**src/rtl/branch_outcome_queue_if.sv**
```systemverilog
// Dispatch/execute/predictor-update bundle for branch_outcome_queue.
// BOQ_STATS_EN adds the stat_branches/stat_mispredicts counters.
interface branch_outcome_queue_if #(
  parameter int DEPTH    = 8,
  parameter int TAG_BITS = $clog2(DEPTH)
);
  logic                alloc_valid;
  logic                alloc_pred;
  logic                alloc_ready;
  logic [TAG_BITS-1:0] alloc_tag;
  logic                resolve_valid;
  logic [TAG_BITS-1:0] resolve_tag;
  logic                resolve_taken;
  logic                flush;
  logic                update_valid;
  logic                update_taken;
  logic                mispredict;
  logic [TAG_BITS:0]   count;
`ifdef BOQ_STATS_EN
  logic [31:0]         stat_branches;
  logic [31:0]         stat_mispredicts;

  modport master (
    output alloc_valid, alloc_pred, resolve_valid, resolve_tag, resolve_taken, flush,
    input  alloc_ready, alloc_tag, update_valid, update_taken, mispredict, count,
    input  stat_branches, stat_mispredicts
  );
  modport slave (
    input  alloc_valid, alloc_pred, resolve_valid, resolve_tag, resolve_taken, flush,
    output alloc_ready, alloc_tag, update_valid, update_taken, mispredict, count,
    output stat_branches, stat_mispredicts
  );
`else
  modport master (
    output alloc_valid, alloc_pred, resolve_valid, resolve_tag, resolve_taken, flush,
    input  alloc_ready, alloc_tag, update_valid, update_taken, mispredict, count
  );
  modport slave (
    input  alloc_valid, alloc_pred, resolve_valid, resolve_tag, resolve_taken, flush,
    output alloc_ready, alloc_tag, update_valid, update_taken, mispredict, count
  );
`endif
endinterface

```
**src/rtl/branch_outcome_queue.sv**
```systemverilog
// In-order queue of in-flight branches feeding gshare updates; mispredicts squash younger entries.
// Optional BOQ_STATS_EN adds 32-bit retired-branch and mispredict counters.
module branch_outcome_queue #(
  parameter int DEPTH    = 8,
  parameter int TAG_BITS = $clog2(DEPTH)
) (
  input logic                   clk,
  input logic                   rst,
  branch_outcome_queue_if.slave bus
);
  localparam logic [TAG_BITS:0] PTR_ONE = (TAG_BITS+1)'(1);

  logic [DEPTH-1:0]    valid_q, valid_d;
  logic [DEPTH-1:0]    pred_q, pred_d;
  logic [DEPTH-1:0]    resolved_q, resolved_d;
  logic [DEPTH-1:0]    taken_q, taken_d;
  logic [TAG_BITS:0]   head_q, head_d;
  logic [TAG_BITS:0]   tail_q, tail_d;
  logic                upd_valid_q, upd_valid_d;
  logic                upd_taken_q, upd_taken_d;
  logic                mp_q, mp_d;

  logic [TAG_BITS-1:0] hidx, tidx;
  logic                full, retire, retire_mp, resolve_hit, alloc_fire;

  assign hidx      = head_q[TAG_BITS-1:0];
  assign tidx      = tail_q[TAG_BITS-1:0];
  assign full      = (hidx == tidx) && (head_q[TAG_BITS] != tail_q[TAG_BITS]);
  assign retire    = valid_q[hidx] && resolved_q[hidx];
  assign retire_mp = retire && (taken_q[hidx] != pred_q[hidx]);

  assign bus.alloc_ready = !full && !bus.flush && !retire_mp;
  assign bus.alloc_tag   = tidx;
  assign bus.count       = tail_q - head_q;

  assign alloc_fire  = bus.alloc_valid && bus.alloc_ready;
  assign resolve_hit = bus.resolve_valid && valid_q[bus.resolve_tag] && !resolved_q[bus.resolve_tag];

  always_comb begin
    valid_d     = valid_q;
    pred_d      = pred_q;
    resolved_d  = resolved_q;
    taken_d     = taken_q;
    head_d      = head_q;
    tail_d      = tail_q;
    upd_valid_d = 1'b0;
    upd_taken_d = upd_taken_q;
    mp_d        = 1'b0;
    if (bus.flush) begin
      valid_d    = '0;
      resolved_d = '0;
      head_d     = '0;
      tail_d     = '0;
    end else if (retire_mp) begin
      // Everything younger than the mispredicted head is wrong-path: drop it all.
      valid_d     = '0;
      resolved_d  = '0;
      head_d      = tail_q;
      upd_valid_d = 1'b1;
      upd_taken_d = taken_q[hidx];
      mp_d        = 1'b1;
    end else begin
      if (retire) begin
        valid_d[hidx]    = 1'b0;
        resolved_d[hidx] = 1'b0;
        head_d           = head_q + PTR_ONE;
        upd_valid_d      = 1'b1;
        upd_taken_d      = taken_q[hidx];
      end
      // A resolve never targets the retiring head (already resolved) nor the tail (invalid).
      if (resolve_hit) begin
        resolved_d[bus.resolve_tag] = 1'b1;
        taken_d[bus.resolve_tag]    = bus.resolve_taken;
      end
      if (alloc_fire) begin
        valid_d[tidx]    = 1'b1;
        pred_d[tidx]     = bus.alloc_pred;
        resolved_d[tidx] = 1'b0;
        tail_d           = tail_q + PTR_ONE;
      end
    end
  end

  always_ff @(posedge clk or negedge rst) begin
    if (!rst) begin
      valid_q     <= '0;
      pred_q      <= '0;
      resolved_q  <= '0;
      taken_q     <= '0;
      head_q      <= '0;
      tail_q      <= '0;
      upd_valid_q <= 1'b0;
      upd_taken_q <= 1'b0;
      mp_q        <= 1'b0;
    end else begin
      valid_q     <= valid_d;
      pred_q      <= pred_d;
      resolved_q  <= resolved_d;
      taken_q     <= taken_d;
      head_q      <= head_d;
      tail_q      <= tail_d;
      upd_valid_q <= upd_valid_d;
      upd_taken_q <= upd_taken_d;
      mp_q        <= mp_d;
    end
  end

  assign bus.update_valid = upd_valid_q;
  assign bus.update_taken = upd_taken_q;
  assign bus.mispredict   = mp_q;

`ifdef BOQ_STATS_EN
  logic [31:0] stat_br_q, stat_mp_q;

  always_ff @(posedge clk or negedge rst) begin
    if (!rst) begin
      stat_br_q <= '0;
      stat_mp_q <= '0;
    end else begin
      if (upd_valid_q) stat_br_q <= stat_br_q + 32'd1;
      if (mp_q)        stat_mp_q <= stat_mp_q + 32'd1;
    end
  end

  assign bus.stat_branches    = stat_br_q;
  assign bus.stat_mispredicts = stat_mp_q;
`endif
endmodule

```
**src/flat_wrapper.sv**
```systemverilog
// flat-port wrapper written by rule: the top's interface ports become plain ports
module branch_outcome_queue_flat 
#(
  parameter int DEPTH    = 8,
  parameter int TAG_BITS = $clog2(DEPTH)
)
  (clk, rst, bus_alloc_valid, bus_alloc_pred, bus_resolve_valid, bus_resolve_tag, bus_resolve_taken, bus_flush, bus_alloc_ready, bus_alloc_tag, bus_update_valid, bus_update_taken, bus_mispredict, bus_count);
  branch_outcome_queue_if #(.DEPTH(DEPTH), .TAG_BITS(TAG_BITS)) bus_i ();
  input logic clk;
  input logic rst;
  input wire logic [$bits(bus_i.alloc_valid)-1:0] bus_alloc_valid;
  input wire logic [$bits(bus_i.alloc_pred)-1:0] bus_alloc_pred;
  input wire logic [$bits(bus_i.resolve_valid)-1:0] bus_resolve_valid;
  input wire logic [$bits(bus_i.resolve_tag)-1:0] bus_resolve_tag;
  input wire logic [$bits(bus_i.resolve_taken)-1:0] bus_resolve_taken;
  input wire logic [$bits(bus_i.flush)-1:0] bus_flush;
  output wire logic [$bits(bus_i.alloc_ready)-1:0] bus_alloc_ready;
  output wire logic [$bits(bus_i.alloc_tag)-1:0] bus_alloc_tag;
  output wire logic [$bits(bus_i.update_valid)-1:0] bus_update_valid;
  output wire logic [$bits(bus_i.update_taken)-1:0] bus_update_taken;
  output wire logic [$bits(bus_i.mispredict)-1:0] bus_mispredict;
  output wire logic [$bits(bus_i.count)-1:0] bus_count;
  assign bus_i.alloc_valid = bus_alloc_valid;
  assign bus_i.alloc_pred = bus_alloc_pred;
  assign bus_i.resolve_valid = bus_resolve_valid;
  assign bus_i.resolve_tag = bus_resolve_tag;
  assign bus_i.resolve_taken = bus_resolve_taken;
  assign bus_i.flush = bus_flush;
  assign bus_alloc_ready = bus_i.alloc_ready;
  assign bus_alloc_tag = bus_i.alloc_tag;
  assign bus_update_valid = bus_i.update_valid;
  assign bus_update_taken = bus_i.update_taken;
  assign bus_mispredict = bus_i.mispredict;
  assign bus_count = bus_i.count;
  branch_outcome_queue #(.DEPTH(DEPTH), .TAG_BITS(TAG_BITS)) u_core (.clk(clk), .rst(rst), .bus(bus_i));
endmodule
```
**config.mk**
```make
export PLATFORM = sky130hd
export DESIGN_NAME = branch_outcome_queue_flat
export DESIGN_NICKNAME = d
export VERILOG_FILES = /design/src/rtl/branch_outcome_queue_if.sv /design/src/rtl/branch_outcome_queue.sv /design/src/flat_wrapper.sv
export SDC_FILE = /design/constraint.sdc
export NUM_CORES = 1
export LEC_CHECK = 0
export CORE_UTILIZATION = 55
export DETAILED_ROUTE_END_ITERATION = 10
export PLACE_DENSITY_LB_ADDON = 0.15
export SLEW_MARGIN = 20
export SYNTH_ARGS = -nofsm -noshare
export SYNTH_HDL_FRONTEND = slang
export SYNTH_SLANG_ARGS = --single-unit
```
**constraint.sdc**
```tcl
create_clock -name clk -period 5.4 [get_ports clk]
set_input_delay 1.08 -clock clk [delete_from_list [all_inputs] [get_ports clk]]
set_output_delay 1.08 -clock clk [all_outputs]
set_load 0.01 [all_outputs]
```
==> flow_metrics.env <==
export IMPL_cts_inserted_buffers=5
export IMPL_final_hold_violation_count=0
export IMPL_synth_async_reset_ratio=1.000
export IMPL_path_clk_slew_ns=0.08
export IMPL_synth_fa_ha_area_frac=0.02880
export IMPL_grt_max_degree=44
export IMPL_drv_slew=0
export IMPL_synthDistinctLibCells=62
export IMPL_die_area_mm2=0.005507
export IMPL_grt_overflow_total=0
export IMPL_cp_data_arrival_time_ns=3.58
export IMPL_net_switching_power_uw=193.0
export IMPL_dpl_hpwl_um=4894
export IMPL_worst_ir_drop_vdd_mv=0.1718
export IMPL_period_minus_slack_ns=4.656
export IMPL_avgRoutedWirePerCell_um=17.86
export IMPL_first_pass_iters=4
export IMPL_cts_tree="done"
export IMPL_status="finished, final reports clean"
export IMPL_fin_setup_tns_ns=0
export IMPL_core_mm2=0.004880
export IMPL_layout_worst_path_cycle_share=0.8623
export IMPL_cp_top_family="buffers and inverters"
export IMPL_syn_num_nets=304
export IMPL_ys_flop_type="dfrtp_1"
export IMPL_cts_buffer_depth=2
export IMPL_design_area_mm2=0.003146
export IMPL_synth_edff_count=0
export IMPL_seq_area_frac_synth=0.3752
export IMPL_pwr_share_seq=0.513
export IMPL_synth_warnings=0
export IMPL_cts_hold_buffers=0
export IMPL_die_h_um=74.21
export IMPL_fmax_mhz=214.8
export IMPL_ctsResizeCount=0
export IMPL_h_tree_depth=2
export IMPL_gp_congestion=0.9086
export IMPL_synth_seq_cells=43
export IMPL_initial_core_util=0.5877
export IMPL_grtUsageTotal=0.2664
export IMPL_path_depth=9
export IMPL_syn_inst=288
export IMPL_syn_area_per_cell_um2=9.957
export IMPL_clk_latency_ns=0.29
export IMPL_clock_sinks=43
export IMPL_hold_path_depth=1
export IMPL_synthMuxAreaShare=0.1614
export IMPL_cts_root_buf="clkbuf_8"
export IMPL_finalWirelength_um=6518
export IMPL_hp_class="reg -> reg"
export IMPL_finalNonFillerCells=365
export IMPL_detailedRoute_firstIterationViolations=198
export IMPL_crit_path_start_kind="flop"
export IMPL_slowest_delay_ns=0.59
export IMPL_rrSetupSlack_ns=2.24
export IMPL_via_per_inst=6.005
export IMPL_synth_simple_gate_area_frac=0.2107
export IMPL_clock_skew_ns=0.002637
export IMPL_layout_commonest_cell="dfrtp_1"
export IMPL_placed_area_mm2=0.003047
export IMPL_switching_share=0.2789
export IMPL_num_io_pins=21
export IMPL_drc=0
export IMPL_area_delta_synth_final_pct=9.686
export IMPL_cellPowerDensity_mw_per_mm2=220.0
export IMPL_slowest_stage="mux4_2"
export IMPL_grt_pass1_wl_um=10630
export IMPL_syn_area_mm2=0.002868
export IMPL_ant_nets=0
export IMPL_synth_top_family_by_area="simple AND/OR/NAND/NOR gates"
export IMPL_dp_cells=357
export IMPL_crit_fanout=23
export IMPL_max_slew_margin=0.3518
export IMPL_grt_pass1_vias=2105
export IMPL_synth_xor_area_frac=0.03360
export IMPL_tightest_slew_ns=0.9722
export IMPL_cap_violations=0
export IMPL_diodes=0
export IMPL_worst_r2r_cell_count=7
export IMPL_vias=2192
export IMPL_comb_power_share=0.173
export IMPL_port_buffers=20
export IMPL_antenna_found_initial=0
export IMPL_cp_end_kind="output pin"
export IMPL_leakagePower_uw=0.001336
export IMPL_crit_buf_inv=4
export IMPL_rows=25
export IMPL_rsz0062_at_grt="no"
export IMPL_cts_setup_buffers=0
export IMPL_drive_gt1_frac=0.1846
export IMPL_path_cells="inv_1, mux4_2, mux2i_4, a21oi_4, buf_4, or2_1, buf_4, nor2_1, clkdlybuf4s50_1"
export IMPL_critical_path_class="reg -> out"
export IMPL_synth_compound_area_frac=0.1278
export IMPL_final_cell_mix="dfrtp_1 (43), nand2_1 (34), nor2_1 (22), clkdlybuf4s50_1 (19), mux2_2 (18)"
export IMPL_final_nets=313
export IMPL_setup_violations_final=0
export IMPL_power_frac_clock=0.313
export IMPL_path_common_cell="buf_4"
export IMPL_p_int_uw=498.9
export IMPL_worstPathRequired_ns=4.32
export IMPL_die_w_um=74.21
[logic make-up after synthesis]
group,after synthesis
buf+inv,36
compound gates,47
mux,36
xor+xnor,11
simple gates,109
fa+ha+maj,6
flops,43
[area by class of cell]
| cell class | instances | area, um^2 |
|---|---|---|
| Fill cell | 434 | 1734 |
| Multi-Input combinational cell | 209 | 1613 |
| Sequential cell | 43 | 1076 |
| Timing Repair Buffer | 23 | 217.7 |
| Tap cell | 67 | 83.83 |
| Clock buffer | 6 | 82.58 |
| Inverter | 15 | 56.30 |
| Clock inverter | 2 | 16.27 |
[registers in the layout (all words and copies together) (netlist names)]
name and count:
u_core.bus.mispredict 1, u_core.bus.update_taken 1, u_core.bus.update_valid 1, u_core.head_q 4
u_core.pred_q 8, u_core.resolved_q 8, u_core.tail_q 4, u_core.taken_q 8
u_core.valid_q 8
[stage by stage]
step | worst slack [ns] | hold WS (ns) | util | total power [uW]
after floorplan | 2.140 | 0.4933 | - | 443.8
after global routing | 0.5501 | 0.5403 | 0.6446 | 727.1
after global placement | 1.154 | 0.4929 | 0.6244 | 479.5
final | 0.7438 | 0.5293 | 0.6446 | 691.9
after CTS | 0.7616 | 0.5229 | 0.6446 | 697.3
after detailed placement | 1.083 | 0.4991 | 0.6244 | 481.8
[per-layer routing]
metal / track usage / vias to the layer above / wire (um)
met2: 0.3960 / 74 / 3021
met5: 0 / - / 0
met4: 0.08595 / 0 / 84
met3: 0.05827 / 10 / 426
met1: 0.3895 / 1060 / 2986
li1: - / 1048 / -
[worst register-to-register path, delay by kind of cell (launching register included)]
kind	cells	cell delay [ns]
muxes	3	1.41
buffers and inverters	2	0.62
DFF	1	0.55
and+or+nand+nor	1	0.44
AOI/OAI and AO/OA	1	0.04
[power groups by stage]
stage | logic, uW | clock network (uW) | registers (uW)
final | 120 | 217 | 355
after global routing | 132 | 238 | 357
after CTS | 120 | 222 | 355
after detailed placement | 120 | 0 | 362
after global placement | 118 | 0 | 361
after floorplan | 87.4 | 0 | 356
[synth_stat cells (2+ instances only)]
library cell / n / area (um^2)
clkbuf_1: 9 / 33.78
nand2b_1: 5 / 31.28
dfrtp_1: 43 / 1076
mux2_2: 18 / 202.7
or4_1: 2 / 15.01
mux2i_1: 11 / 110.1
a22oi_1: 2 / 15.01
o21ai_0: 6 / 30.03
a2111oi_0: 2 / 17.52
and2_1: 2 / 12.51
buf_4: 4 / 30.03
nand4b_1: 2 / 17.52
a211oi_1: 4 / 30.03
buf_6: 3 / 33.78
buf_2: 5 / 25.02
xor2_1: 8 / 70.07
nor4b_2: 2 / 30.03
inv_1: 15 / 56.30
nor3_1: 9 / 45.04
and3b_1: 2 / 17.52
nand3_1: 9 / 45.04
nor4_1: 2 / 12.51
a21oi_1: 13 / 65.06
a21o_1: 2 / 15.01
xnor2_1: 3 / 26.28
ha_1: 5 / 62.56
a211o_1: 2 / 17.52
nor2_1: 22 / 82.58
nand2_1: 34 / 127.6
nor3_2: 2 / 20.02
a2bb2oi_1: 2 / 17.52
o221a_2: 2 / 22.52
mux4_2: 5 / 112.6
nand4_1: 3 / 18.77
[worst paths after layout]
kind                                              start                       to
worst max-delay path                   u_core.head_q[2]          bus_alloc_ready
worst min-delay path            u_core.bus.update_taken  u_core.bus.update_taken
worst max register to register         u_core.head_q[2]         u_core.pred_q[0]
worst min register to register  u_core.bus.update_taken  u_core.bus.update_taken
max in group asynchronous                           rst        u_core.taken_q[2]
min in group asynchronous                           rst        u_core.valid_q[4]
Power figures use the tool's default switching activity.
